`config.mk`:
```
export PLATFORM = sky130hd
export DESIGN_NAME = mem_ctrl
export DESIGN_NICKNAME = d
export VERILOG_FILES = /design/src/rtl/mem_ctrl.sv
export SDC_FILE = /design/constraint.sdc
export NUM_CORES = 1
export LEC_CHECK = 0
export CAP_MARGIN = 30
export CELL_PAD_IN_SITES_DETAIL_PLACEMENT = 1
export CELL_PAD_IN_SITES_GLOBAL_PLACEMENT = 2
export CORE_UTILIZATION = 26
export DETAILED_ROUTE_END_ITERATION = 7
export PLACE_DENSITY_LB_ADDON = 0.1
export SLEW_MARGIN = 20
export SYNTH_ARGS = -nofsm -noshare
export SYNTH_HDL_FRONTEND = slang
export SYNTH_SLANG_ARGS = --single-unit
```
`constraint.sdc`:
```
create_clock -name clk -period 5.5 [get_ports clk]
set_clock_uncertainty 0.15 [all_clocks]
set_input_delay 0.55 -clock clk [delete_from_list [all_inputs] [get_ports clk]]
set_output_delay 0.55 -clock clk [all_outputs]
set_load 0.02 [all_outputs]
```
`src/rtl/mem_ctrl.sv`:
```
// Two-port round-robin memory responder: serialises 32-bit word reads/writes
// from the data and instruction cache ports into four byte accesses on a byte-wide RAM.
module mem_ctrl #(
   parameter int ADDR_W     = 32,
   parameter int RAM_ADDR_W = 17
) (
   input  logic                    clk,
   input  logic                    rst,
   input  logic [3:0]              mem_rw_flag_i,
   input  logic [2*ADDR_W-1:0]     mem_addr_i,
   input  logic [63:0]             mem_w_data_i,
   input  logic [7:0]              mem_w_mask_i,
   output logic [63:0]             mem_r_data_o,
   output logic [1:0]              mem_busy_o,
   output logic [1:0]              mem_done_o,
   output logic [RAM_ADDR_W-1:0]   ram_addr_o,
   output logic                    ram_we_o,
   output logic [7:0]              ram_wdata_o,
   input  logic [7:0]              ram_rdata_i
);

   typedef enum logic [1:0] {IDLE, RD, WR, DONE} state_t;

   state_t                  state_reg;
   logic                    gnt_reg;
   logic                    last_reg;
   logic [2:0]              k_reg;
   logic [RAM_ADDR_W-3:0]   word_reg;
   logic [31:0]             wdata_reg;
   logic [3:0]              mask_reg;
   logic [23:0]             rasm_reg;

   logic [1:0]              req_valid;
   logic [1:0]              req_read;
   logic                    sel;
   logic [ADDR_W-1:0]       sel_addr;
   logic [31:0]             sel_data;
   logic [3:0]              sel_mask;
   logic [2:0]              k_inc;
   logic                    unused_addr_bits;

   generate
      for (genvar gi = 0; gi < 2; gi++) begin : g_port
         // 01 and 10 are the only legal flags; 00 and 11 are both idle.
         assign req_valid[gi]  = ^mem_rw_flag_i[2*gi+1 -: 2];
         assign req_read[gi]   = (mem_rw_flag_i[2*gi+1 -: 2] == 2'b01);
         assign mem_busy_o[gi] = (state_reg != IDLE) && (gnt_reg == 1'(gi));
      end
   endgenerate

   // Port 1 wins when it is alone, or when both request and port 0 went last.
   assign sel      = req_valid[1] & (~req_valid[0] | ~last_reg);
   assign sel_addr = sel ? mem_addr_i[2*ADDR_W-1:ADDR_W] : mem_addr_i[ADDR_W-1:0];
   assign sel_data = sel ? mem_w_data_i[63:32] : mem_w_data_i[31:0];
   assign sel_mask = sel ? mem_w_mask_i[7:4] : mem_w_mask_i[3:0];
   assign k_inc    = k_reg + 3'd1;

   assign unused_addr_bits = ^{sel_addr[ADDR_W-1:RAM_ADDR_W], sel_addr[1:0]};

   always_ff @(posedge clk) begin
      if (rst) begin
         state_reg    <= IDLE;
         gnt_reg      <= 1'b0;
         last_reg     <= 1'b1;
         k_reg        <= 3'd0;
         word_reg     <= '0;
         wdata_reg    <= '0;
         mask_reg     <= '0;
         rasm_reg     <= '0;
         mem_r_data_o <= '0;
         mem_done_o   <= '0;
         ram_addr_o   <= '0;
         ram_we_o     <= 1'b0;
         ram_wdata_o  <= '0;
      end else begin
         mem_done_o <= '0;
         ram_we_o   <= 1'b0;
         case (state_reg)
            IDLE: begin
               if (|req_valid) begin
                  gnt_reg     <= sel;
                  last_reg    <= sel;
                  word_reg    <= sel_addr[RAM_ADDR_W-1:2];
                  wdata_reg   <= sel_data;
                  mask_reg    <= sel_mask;
                  k_reg       <= 3'd0;
                  ram_addr_o  <= {sel_addr[RAM_ADDR_W-1:2], 2'b00};
                  ram_wdata_o <= sel_data[7:0];
                  ram_we_o    <= ~req_read[sel] & sel_mask[0];
                  state_reg   <= req_read[sel] ? RD : WR;
               end
            end
            RD: begin
               k_reg <= k_inc;
               // RAM data lags the address by one cycle, so step k captures byte k-1.
               case (k_reg)
                  3'd1:    rasm_reg[7:0]   <= ram_rdata_i;
                  3'd2:    rasm_reg[15:8]  <= ram_rdata_i;
                  3'd3:    rasm_reg[23:16] <= ram_rdata_i;
                  default: ;
               endcase
               if (k_reg < 3'd3)
                  ram_addr_o <= {word_reg, k_inc[1:0]};
               if (k_reg == 3'd4) begin
                  if (gnt_reg)
                     mem_r_data_o[63:32] <= {ram_rdata_i, rasm_reg};
                  else
                     mem_r_data_o[31:0]  <= {ram_rdata_i, rasm_reg};
                  mem_done_o[gnt_reg] <= 1'b1;
                  state_reg           <= DONE;
               end
            end
            WR: begin
               k_reg <= k_inc;
               if (k_reg == 3'd3) begin
                  mem_done_o[gnt_reg] <= 1'b1;
                  state_reg           <= DONE;
               end else begin
                  ram_addr_o  <= {word_reg, k_inc[1:0]};
                  ram_wdata_o <= wdata_reg[{k_inc[1:0], 3'b000} +: 8];
                  ram_we_o    <= mask_reg[k_inc[1:0]];
               end
            end
            DONE: begin
               state_reg <= IDLE;
            end
            default: state_reg <= IDLE;
         endcase
      end
   end

endmodule

```
**After elaboration in Yosys (flattened, before gate mapping)**

Index checks and enable logic that the tools add are counted.

- Register bits: 174
- Bits in latches: 0
- Bits in writable memories: 0
- Bits in read-only memories: 0
- Input bits: 150
- Output and inout port bits: 94
- Logic and storage cells: 95
- Memories kept: 0

- Add/sub/neg operators: 1
- $mul: 0
- Divide/modulo/power cells: 0
- $lt $le $gt $ge: 5
- Eq/ne operators: 14
- Shift operators: 1
- Mux-type cells: 29
- Bitwise gates (word level): 7
- Reductions and logical operators: 22

Operators with widths:

| cell | number |
|---|---|
| 17-bit 2-to-1 mux | 4 |
| 17-bit case mux with 3 select lines | 1 |
| 32-bit 2-to-1 mux | 1 |
| 32-bit by 6-bit variable part select with 8-bit output | 1 |
| 8-bit 2-to-1 mux | 2 |
| 8-bit case mux with 2 select lines | 1 |
| 2-bit 2-to-1 mux | 6 |
| 3-bit AND reduction | 4 |
| 2-bit inequality test (second input constant) | 5 |
| 2-bit AND reduction | 5 |
| 2-bit case mux with 4 select lines | 1 |
| 2-bit by 1-bit equality test with 1-bit output (second input constant) | 3 |
| 3-bit by 2-bit equality test with 1-bit output (second input constant) | 2 |
| 1-bit 2-to-1 mux | 6 |
| 3-bit case mux with 2 select lines | 1 |
| 2-bit nonzero test | 3 |
| 2-bit equality test (second input constant) | 2 |
| 1-bit by 2-bit less-than comparator with 1-bit output (second input constant) | 2 |
| 4-bit 2-to-1 mux | 1 |
| 1-bit inverter | 4 |
| 2-bit case mux with 2 select lines | 1 |
| 4-bit AND reduction | 1 |
| 2-bit OR reduction | 2 |
| 2-bit parity | 2 |
| other kinds (15) | 18 |

**Depth between registers and ports, before layout**

Gate-level depths: netlist (run 1).

- Depth after elaboration: 10
- Mapped depth: 9
- Mapped depth without buffers: 6

**Worst setup path before layout (run 1)**

OpenSTA, ideal clock, no wires.

- Kind: reg2reg
- Start point: register k_reg[0]
- End point: register ram_wdata_o[1]
- Setup time: 0.142 ns
- Arrival: 2.079 ns
- Required time: 5.208 ns
- Path slack: 3.129 ns
- Stages on the path, launching flop included: 8
- Buffers on the path: 2
- Clock period less this slack: 2.371 ns
- Cells stage by stage: dfxtp_1 -> clkbuf_1 -> inv_1 -> ha_1 -> buf_2 -> mux4_2 -> nand2_1 -> a311oi_1

- Word-level cells in the longest chain between the ends: 4
- Elaborated cells on any way between the ends: 7

RTL lines:

| element | RTL line | source |
|---|---|---|
| start: declaration | 27 | `logic [2:0] k_reg;` |
| start signal: assignment | 94 | `k_reg <= k_inc;` |
| start signal: assignment | 114 | `k_reg <= k_inc;` |
| 3-bit by 1-bit adder with 3-bit output | 56 | `assign k_inc = k_reg + 3'd1;` |
| 32-bit by 6-bit variable part select with 8-bit output | 120 | `ram_wdata_o <= wdata_reg[{k_inc[1:0], 3'b000} +: 8];` |
| 8-bit 2-to-1 mux | 115 | `if (k_reg == 3'd3) begin` |
| 8-bit case mux with 2 select lines | 78 | `case (state_reg)` |
| end signal: assignment | 88 | `ram_wdata_o <= sel_data[7:0];` |
| end signal: assignment | 120 |  |
| end: declaration | 18 | `output logic [7:0] ram_wdata_o,` |

Several ways; a longest one is shown, not always the timed one. The select of a mux whose other input is x is not followed.
A chain may end at the register's enable or synchronous reset.

**Worst setup path after layout (run 1)**

- Start point: register k_reg[0]
- End point: register ram_addr_o[6]

- Word-level cells in the longest chain between the ends: 3
- Elaborated cells on any way between the ends: 5

RTL lines:

| element | RTL line | source |
|---|---|---|
| 3-bit by 2-bit less-than comparator with 1-bit output / 3-bit by 2-bit equality test with 1-bit output (equally long branches) | 102, 115 |  |
| 2-bit inequality test (no line) | -- |  |
| 4-bit AND reduction (no line) (*) | -- |  |
| end signal: assignment | 87 | `ram_addr_o <= {sel_addr[RAM_ADDR_W-1:2], 2'b00};` |
| end signal: assignment | 103 | `ram_addr_o <= {word_reg, k_inc[1:0]};` |
| end signal: assignment | 119 | `ram_addr_o <= {word_reg, k_inc[1:0]};` |
| end: declaration | 16 | `output logic [RAM_ADDR_W-1:0] ram_addr_o,` |

Mark *: on every way between the ends. The rest lies on a longest branch, timed or not.

==> metrics.md, run 1 <==
| Metric | Value |
|---|---|
| Vias in the first global route | 6823 |
| Actual transition at the worst max-transition pin | 0.907 ns |
| Overall track demand over capacity in global routing | 0.163 |
| Fin nets | 1208 |
| Num ports | 244 |
| Worst relative slew slack | 0.395 |
| Xor and xnor fraction of the mapped netlist area | 0.00657 |
| Share of the synthesized area in compound gates (AO/OA/AOI/OAI) | 0.179 |
| Max FO, Critical Path | 20 |
| Critical Path AT | 3.50 ns |
| Area enclosed by the die boundary | 0.0300 sq mm |
| Category of the worst setup path capture point | flip-flop |
| Number of cells in the finished layout apart from fillers | 1446 |
| Crit start category | flip-flop |
| Main combinational cell family by area after synthesis | simple AND/OR/NAND/NOR gates |
| Pin count of the biggest net entering global routing | 114 |
| CTS tree | done |
| Total number of H-tree levels | 4 |
| Clock sink total | 174 |
| Post-CTS Hold Buffers | 0 |
| Total setup violations reported at the end of the flow | 0 |
| Worst-skew pair later-pin latency | 0.43 ns |
| Post-CTS setup buffers | 0 |
| Detailed-route DRC error count | 0 |
| Fraction of the yosys area taken by sequential cells | 0.457 |
| Synthesized area per cell | 8.60 sq um |
| Critical setup path kind | flip-flop to flip-flop |
| Gate count after technology mapping | 886 |
| WP data required | 5.64 ns |
| Drt pass-1 iters | 4 |
| Distinct cell type count after synthesis | 42 |
| Count of port buffers added during placement | 209 |
| Initial Utilization | 0.265 |
| Master cell of the clock root buffer | sky130_fd_sc_hd__clkbuf_16 |
| Portion of netlist area occupied by mux cells | 0.103 |
| Multi-input combinational cell area | 0.00383 sq mm |
| Total congestion overflow after global routing | 0 |
| Count of final max-slew check failures | 0 |
| Proportion of synthesized flip-flops having asynchronous set or reset | 0 |
| DRT antenna net count | 0 |
| Leakage power of the design | 0.00362 uW |
| Register bit count reported by yosys | 174 |
| Last weighted congestion value of the routability-driven placer | 0.713 |
| Antenna violations before repair | 0 |
| Number of standard-cell rows in the floorplan | 62 |
| Top FF cell, synth | sky130_fd_sc_hd__dfxtp_1 |
| Violation count after the first detailed-routing iteration | 223 |
| Routed WL | 23800 um |
| # fillers | 3305 |
| Status | finished clean |
| Worst IR drop on VDD | 211 uV |
| DR vias | 6719 |
| CTS resizes | 0 |
| Net count of the mapped netlist | 1045 |
| EDFF count, synth | 0 |
| Die X-Extent | 173 um |
| Post-layout minimum cycle time | 3.36 ns |
| Wire length of the first global-routing pass | 38600 um |
| Average vias per placed instance | 4.65 |
| Max reg flops | 64 |
| Final period utilization | 0.611 |
| Number of warnings printed during yosys synthesis | 0 |
| FF/Latch Area | 0.00348 sq mm |
| Clock-pin slew of the registers on the worst-case setup and hold paths | 0.08 ns |
| Floorplan Core Area | 0.0288 sq mm |
| Share of synthesized cell area in full adder, half adder and majority cells | 0.0148 |
| Fraction of final layout cells sized beyond drive strength 1 | 0.0650 |
| Cell total after placement | 1413 |
| Area overhead of the layout relative to synthesis | 39.4% |
| Post-synthesis cell area | 0.00762 sq mm |
| Total half-perimeter wirelength after legalization and detailed placement | 16200 um |
| RSZ-0062 raised after global routing | no |
| Max-cap violation count | 0 |
| Final TNS setup | 0 ns |
| Cts bufs inserted | 17 |
| Simple-Gate Fraction of Synth Area | 0.194 |
| Power per unit of standard cell area | 418 mW/mm^2 |
| Hold Path Class | flip-flop to flip-flop |
| Fmax | 0.297 GHz |
| Diodes inserted | 0 |
| Die Y | 173 um |
| Final Hold Vio Count | 0 |
| Clock Tree Buf Depth | 2 |
| Final routed wire length divided by cell count | 16.5 um |
==> routing by layer <==
| layer | GRT usage | routed length (um) | share of wire | up-vias |
|---|---|---|---|---|
| li1 | - | - | - | 3418 |
| met1 | 0.220 | 11700 | 0.49 | 3145 |
| met2 | 0.261 | 10800 | 0.46 | 145 |
| met3 | 0.0422 | 1120 | 0.047 | 11 |
| met4 | 0.0376 | 177 | 0.0074 | 0 |
| met5 | 0 | 0 | 0 | - |
==> area by class of cell <==
class / instances / area share
multi-input cells: 629 / 0.361
flip-flops and latches: 174 / 0.328
clock inverters: 14 / 0.0161
clock buffers: 18 / 0.0404
well taps: 384 / 0.0453
inverters: 9 / 0.00318
repair buffers: 218 / 0.206
==> worst max-delay path, stage by stage, from the launching register on <==
cell	delay, ns
sky130_fd_sc_hd__dfxtp_1	0.87
sky130_fd_sc_hd__ha_1	0.56
sky130_fd_sc_hd__ha_1	0.25
sky130_fd_sc_hd__nand2_1	0.18
sky130_fd_sc_hd__o31ai_4	0.27
sky130_fd_sc_hd__or4_1	0.76
sky130_fd_sc_hd__o211ai_1	0.17
==> power by group <==
group          internal [uW]  switching (uW)
Clock                    689             576
Combinational            656             829
Sequential              1520             172
==> cell usage after synthesis (2+ instances only) <==
cell,count,area share
sky130_fd_sc_hd__a2111oi_0,2,0.0023
sky130_fd_sc_hd__a211oi_1,51,0.050
sky130_fd_sc_hd__a21boi_0,2,0.0020
sky130_fd_sc_hd__a21o_1,2,0.0020
sky130_fd_sc_hd__a21oi_1,98,0.064
sky130_fd_sc_hd__a311oi_1,8,0.0092
sky130_fd_sc_hd__buf_1,5,0.0025
sky130_fd_sc_hd__buf_2,8,0.0053
sky130_fd_sc_hd__buf_4,5,0.0049
sky130_fd_sc_hd__clkbuf_1,55,0.027
sky130_fd_sc_hd__dfxtp_1,174,0.46
sky130_fd_sc_hd__ha_1,9,0.015
sky130_fd_sc_hd__inv_1,9,0.0044
sky130_fd_sc_hd__mux2i_1,58,0.076
sky130_fd_sc_hd__mux4_2,9,0.027
sky130_fd_sc_hd__nand2_1,182,0.090
sky130_fd_sc_hd__nand2b_1,3,0.0025
sky130_fd_sc_hd__nand3_1,27,0.018
sky130_fd_sc_hd__nand3b_1,2,0.0020
sky130_fd_sc_hd__nand4_1,2,0.0016
sky130_fd_sc_hd__nor2_1,67,0.033
sky130_fd_sc_hd__nor2b_1,34,0.028
sky130_fd_sc_hd__nor3_1,4,0.0026
sky130_fd_sc_hd__o211ai_1,5,0.0049
sky130_fd_sc_hd__o211ai_2,10,0.016
sky130_fd_sc_hd__o21ai_0,21,0.014
sky130_fd_sc_hd__o31a_1,2,0.0023
sky130_fd_sc_hd__or4_1,16,0.016
sky130_fd_sc_hd__xnor2_1,2,0.0023
sky130_fd_sc_hd__xor2_2,2,0.0043
==> logic make-up (layout without fill, tap and decap cells) <==
| logic type | after synthesis | in the layout |
|---|---|---|
| and+or+nand+nor | 338 | 338 |
| muxes | 67 | 67 |
| xor gates and xnor gates | 4 | 4 |
| DFF | 174 | 174 |
| adders and majority gates | 9 | 9 |
| buffers and inverters | 83 | 259 |
| AOI/OAI and AO/OA | 211 | 211 |
==> worst paths after layout <==
path | from | endpoint | slack [ns] | cells past startpoint
hold / removal | mem_r_data_o[29] | mem_r_data_o[29] | 0.30 | 2
setup / recovery | k_reg[0] | ram_addr_o[6] | 2.14 | 6
setup reg to reg | k_reg[0] | ram_addr_o[6] | 2.14 | 6
hold reg to reg | mem_r_data_o[29] | mem_r_data_o[29] | 0.30 | 2
==> layout by cell type (no fill, tap or decap), types with 2 or more instances in the layout <==
master and n:
sky130_fd_sc_hd__clkdlybuf4s50_1 208, sky130_fd_sc_hd__nand2_1 182, sky130_fd_sc_hd__dfxtp_1 174, sky130_fd_sc_hd__a21oi_1 96, sky130_fd_sc_hd__nor2_1 65, sky130_fd_sc_hd__mux2i_1 58, sky130_fd_sc_hd__a211oi_1 51, sky130_fd_sc_hd__nor2b_1 33
sky130_fd_sc_hd__nand3_1 27, sky130_fd_sc_hd__o21ai_0 21, sky130_fd_sc_hd__clkbuf_16 17, sky130_fd_sc_hd__or4_1 16, sky130_fd_sc_hd__o211ai_2 10, sky130_fd_sc_hd__inv_1 9, sky130_fd_sc_hd__mux4_2 9, sky130_fd_sc_hd__ha_1 9
sky130_fd_sc_hd__a311oi_1 8, sky130_fd_sc_hd__buf_4 6, sky130_fd_sc_hd__o211ai_1 5, sky130_fd_sc_hd__nor3_1 4, sky130_fd_sc_hd__inv_8 4, sky130_fd_sc_hd__nand2b_1 3, sky130_fd_sc_hd__inv_6 3, sky130_fd_sc_hd__clkinvlp_4 3
sky130_fd_sc_hd__nor2_4 2, sky130_fd_sc_hd__xnor2_1 2, sky130_fd_sc_hd__xor2_2 2, sky130_fd_sc_hd__a21oi_4 2, sky130_fd_sc_hd__nand4_1 2, sky130_fd_sc_hd__a2111oi_0 2, sky130_fd_sc_hd__a21o_1 2, sky130_fd_sc_hd__a21boi_0 2
sky130_fd_sc_hd__nand3b_1 2, sky130_fd_sc_hd__o31a_1 2, sky130_fd_sc_hd__bufinv_16 2, sky130_fd_sc_hd__clkinv_4 2, sky130_fd_sc_hd__buf_6 2
==> metrics by stage <==
stage | total power [uW] | instance area (sq um) | setup WS [ns] | hold WS (ns) | utilization
global route | 4740 | 10600 | 1.81 | 0.326 | 0.369
CTS | 4520 | 10600 | 2.05 | 0.307 | 0.368
global placement | 3210 | 9990 | 1.91 | 0.294 | 0.347
finish | 4440 | 10600 | 2.14 | 0.305 | 0.369
floorplan | 2660 | 7620 | 3.13 | 0.295 | -
detailed placement | 3230 | 10000 | 2.05 | 0.297 | 0.348
(Power assumes the default switching activity.)
==> run 2: changes to the inputs <==
CORE_UTILIZATION = 24   (was 26)
clock period = 2.8 ns   (was 5.5 ns; I/O delays follow)
==> run 2 against run 1 <==
Compared with the run above: clock-buffer cell count is 1 higher; die area up 8.2%; clock power is 90% higher; critical path depth is 1 lower; routed wire length is 1.5% higher; first-iteration DRC count increased by 28%; critical path type is now flip-flop to output port; critical endpoint is now mem_busy_o[1]; largest cell class unchanged.
==> metrics.md, run 2 (synthesis gave the netlist of run 1 again) <==
| Metric | Value |
|---|---|
| Clock-pin slew of the registers on the worst-case setup and hold paths | 0.07 ns (about the same) |
| Floorplan Core Area | 0.0309 sq mm (+7.4%) |
| Max-cap violation count | 0 (unchanged) |
| Antenna violations before repair | 0 (unchanged) |
| Cts bufs inserted | 17 (unchanged) |
| WP data required | 2.37 ns (-3.27 ns) |
| R2R Path End | ram_addr_o[6] |
| Die Y | 180 um (+4.0%) |
| Initial Utilization | 0.246 (-0.0182) |
| Vias in the first global route | 6926 (+1.5%) |
| Number of cells on the worst hold path | 2 (unchanged) |
| Total setup violations reported at the end of the flow | 0 (unchanged) |
| Hold Path Class | input port to flip-flop |
| RSZ-0062 raised after global routing | no |
| CTS resizes | 0 (unchanged) |
| Depth of the worst register-to-register path | 7 (+1) |
| Most used cells in the layout excluding fill and tap cells | sky130_fd_sc_hd__clkdlybuf4s50_1, sky130_fd_sc_hd__nand2_1, sky130_fd_sc_hd__dfxtp_1 |
| Post-CTS setup buffers | 0 (unchanged) |
| Routed WL | 24200 um (+1.5%) |
| Fin nets | 1220 (+0.99%) |
| DRT antenna net count | 0 (unchanged) |
| Destination of the worst hold path | mem_r_data_o[38] |
| Fmax | 0.389 GHz |
| Area enclosed by the die boundary | 0.0325 sq mm (+8.2%) |
| Total number of H-tree levels | 4 (unchanged) |
| Critical-path cell with the highest stage delay | sky130_fd_sc_hd__clkdlybuf4s50_1 |
| Clock sink total | 174 (unchanged) |
| Area overhead of the layout relative to synthesis | 40.8% |
| Number of standard-cell rows in the floorplan | 64 (+3.2%) |
| Count of final max-slew check failures | 0 (unchanged) |
| Critical setup path kind | flip-flop to output port |
| Leakage power of the design | 0.00368 uW (+1.7%) |
| DR vias | 6776 (+0.85%) |
| Critical Path AT | 2.14 ns (-1.36 ns) |
| Category of the worst setup path capture point | output port |
| Overall track demand over capacity in global routing | 0.151 (-0.0121) |
| Layout Utilization | 0.347 (-0.0221) |
| Last weighted congestion value of the routability-driven placer | 0.710 (-0.31%) |
| Num ports | 244 (unchanged) |
| Total half-perimeter wirelength after legalization and detailed placement | 16800 um (+3.7%) |
| Actual transition at the worst max-transition pin | 0.602 ns (-0.306 ns) |
| Power per unit of standard cell area | 813 mW/mm^2 (+94%) |
| Max FO, Critical Path | 7 (-65%) |
| Max reg flops | 64 (unchanged) |
| FF-to-FF Start | k_reg[0] |
| Cell-by-cell trace of the critical path | inv_1 > ha_1 > buf_4 > nor2_1 > clkdlybuf4s50_1 |
| Detailed-routing wirelength on met1 | 12000 um (+2.7%) |
| Met2 wire length | 11000 um (+1.3%) |
| Wire length of the first global-routing pass | 38900 um (+0.91%) |
| Startpoint of the lowest-slack hold path | rst |
| Final Hold Vio Count | 0 (unchanged) |
| Average vias per placed instance | 4.61 (-0.73%) |
| Register-to-register setup slack | 0.47 ns (-1.67 ns) |
| Violation count after the first detailed-routing iteration | 286 (+28%) |
| Fraction of final layout cells sized beyond drive strength 1 | 0.0755 (+0.0105) |
| Highest Signal Layer | met4 |
| Total congestion overflow after global routing | 0 (unchanged) |
| Post-layout minimum cycle time | 2.57 ns |
| Post-CTS Hold Buffers | 0 (unchanged) |
| Status | finished clean |
| Pin count of the biggest net entering global routing | 104 (-8.8%) |
| Final routed wire length divided by cell count | 16.5 um (about the same) |
| Detailed-route DRC error count | 0 (unchanged) |
| Worst relative slew slack | 0.599 (+0.204) |
| Most frequent standard cell in the layout excluding fill and tap cells | sky130_fd_sc_hd__clkdlybuf4s50_1 |
| Master cell of the clock root buffer | sky130_fd_sc_hd__clkbuf_16 |
| Worst IR drop on VDD | 470 uV (+120%) |
| Count of port buffers added during placement | 209 (unchanged) |
| Drt pass-1 iters | 4 (unchanged) |
| Met3 wire length | 1010 um (-9.6%) |
| Final period utilization | 0.918 |
| CTS tree | done |
| Final TNS setup | 0 ns (unchanged) |
| Diodes inserted | 0 (unchanged) |
| Crit-path max cell delay | 0.67 ns (-0.20 ns) |
| Die X-Extent | 180 um (+4.0%) |
| Crit start category | flip-flop |
| Clock Tree Buf Depth | 2 (unchanged) |
| Worst-skew pair later-pin latency | 0.42 ns (about the same) |
## run 2: report_power, final
part           leakage (uW)  total, uW  switching [uW]  internal, uW
logic               0.00198       3030            1690          1340
clock network      0.000275       2400            1110          1290
registers           0.00142       3280             302          2980
## run 2: cell type report
cell class	instances	area, sq um
sequential	174	3480
timing repair buffer	230	2300
fill	3556	20200
multi-input combinational	629	3830
clock buffer	19	453
tap	396	495
inverter	9	33.8
clock inverter	12	125
## run 2: stage by stage
step	hold WS [ns]	total power [uW]	area [sq um]	std cells	worst slack (ns)
final	0.110	8710	10700	1469	0.230
after floorplan	0.266	5230	7620	886	0.429
after global routing	0.107	9280	10700	1469	0.121
after CTS	0.0935	8890	10700	1469	0.202
after detailed placement	0.298	6440	10100	1438	0.256
after global placement	0.294	6400	10100	1438	0.320
## run 2: worst max-delay path by stage
stage,startpoint,end,slack [ns],cells past startpoint
2_1_floorplan,k_reg[0],ram_wdata_o[1],0.43,7
3_3_place_gp,mem_rw_flag_i[0],ram_addr_o[2],0.32,6
3_5_place_dp,mem_rw_flag_i[0],ram_wdata_o[2],0.26,5
4_1_cts,state_reg[0],mem_busy_o[1],0.20,5
5_1_grt,state_reg[1],mem_busy_o[1],0.12,5
6_report,state_reg[1],mem_busy_o[1],0.23,5
## run 2: per-layer routing
layer  GRT usage  up-vias
met5           0        -
met4      0.0349        0
met3      0.0346       15
met2       0.244      155
met1       0.204     3171
li1            -     3435
## run 2: worst max-delay path, delay by kind of cell, from the launching register on
family | cells | cell delay (ns)
DFF | 1 | 0.39
and+or+nand+nor | 1 | 0.08
adders and majority gates | 1 | 0.28
buffers and inverters | 3 | 0.96
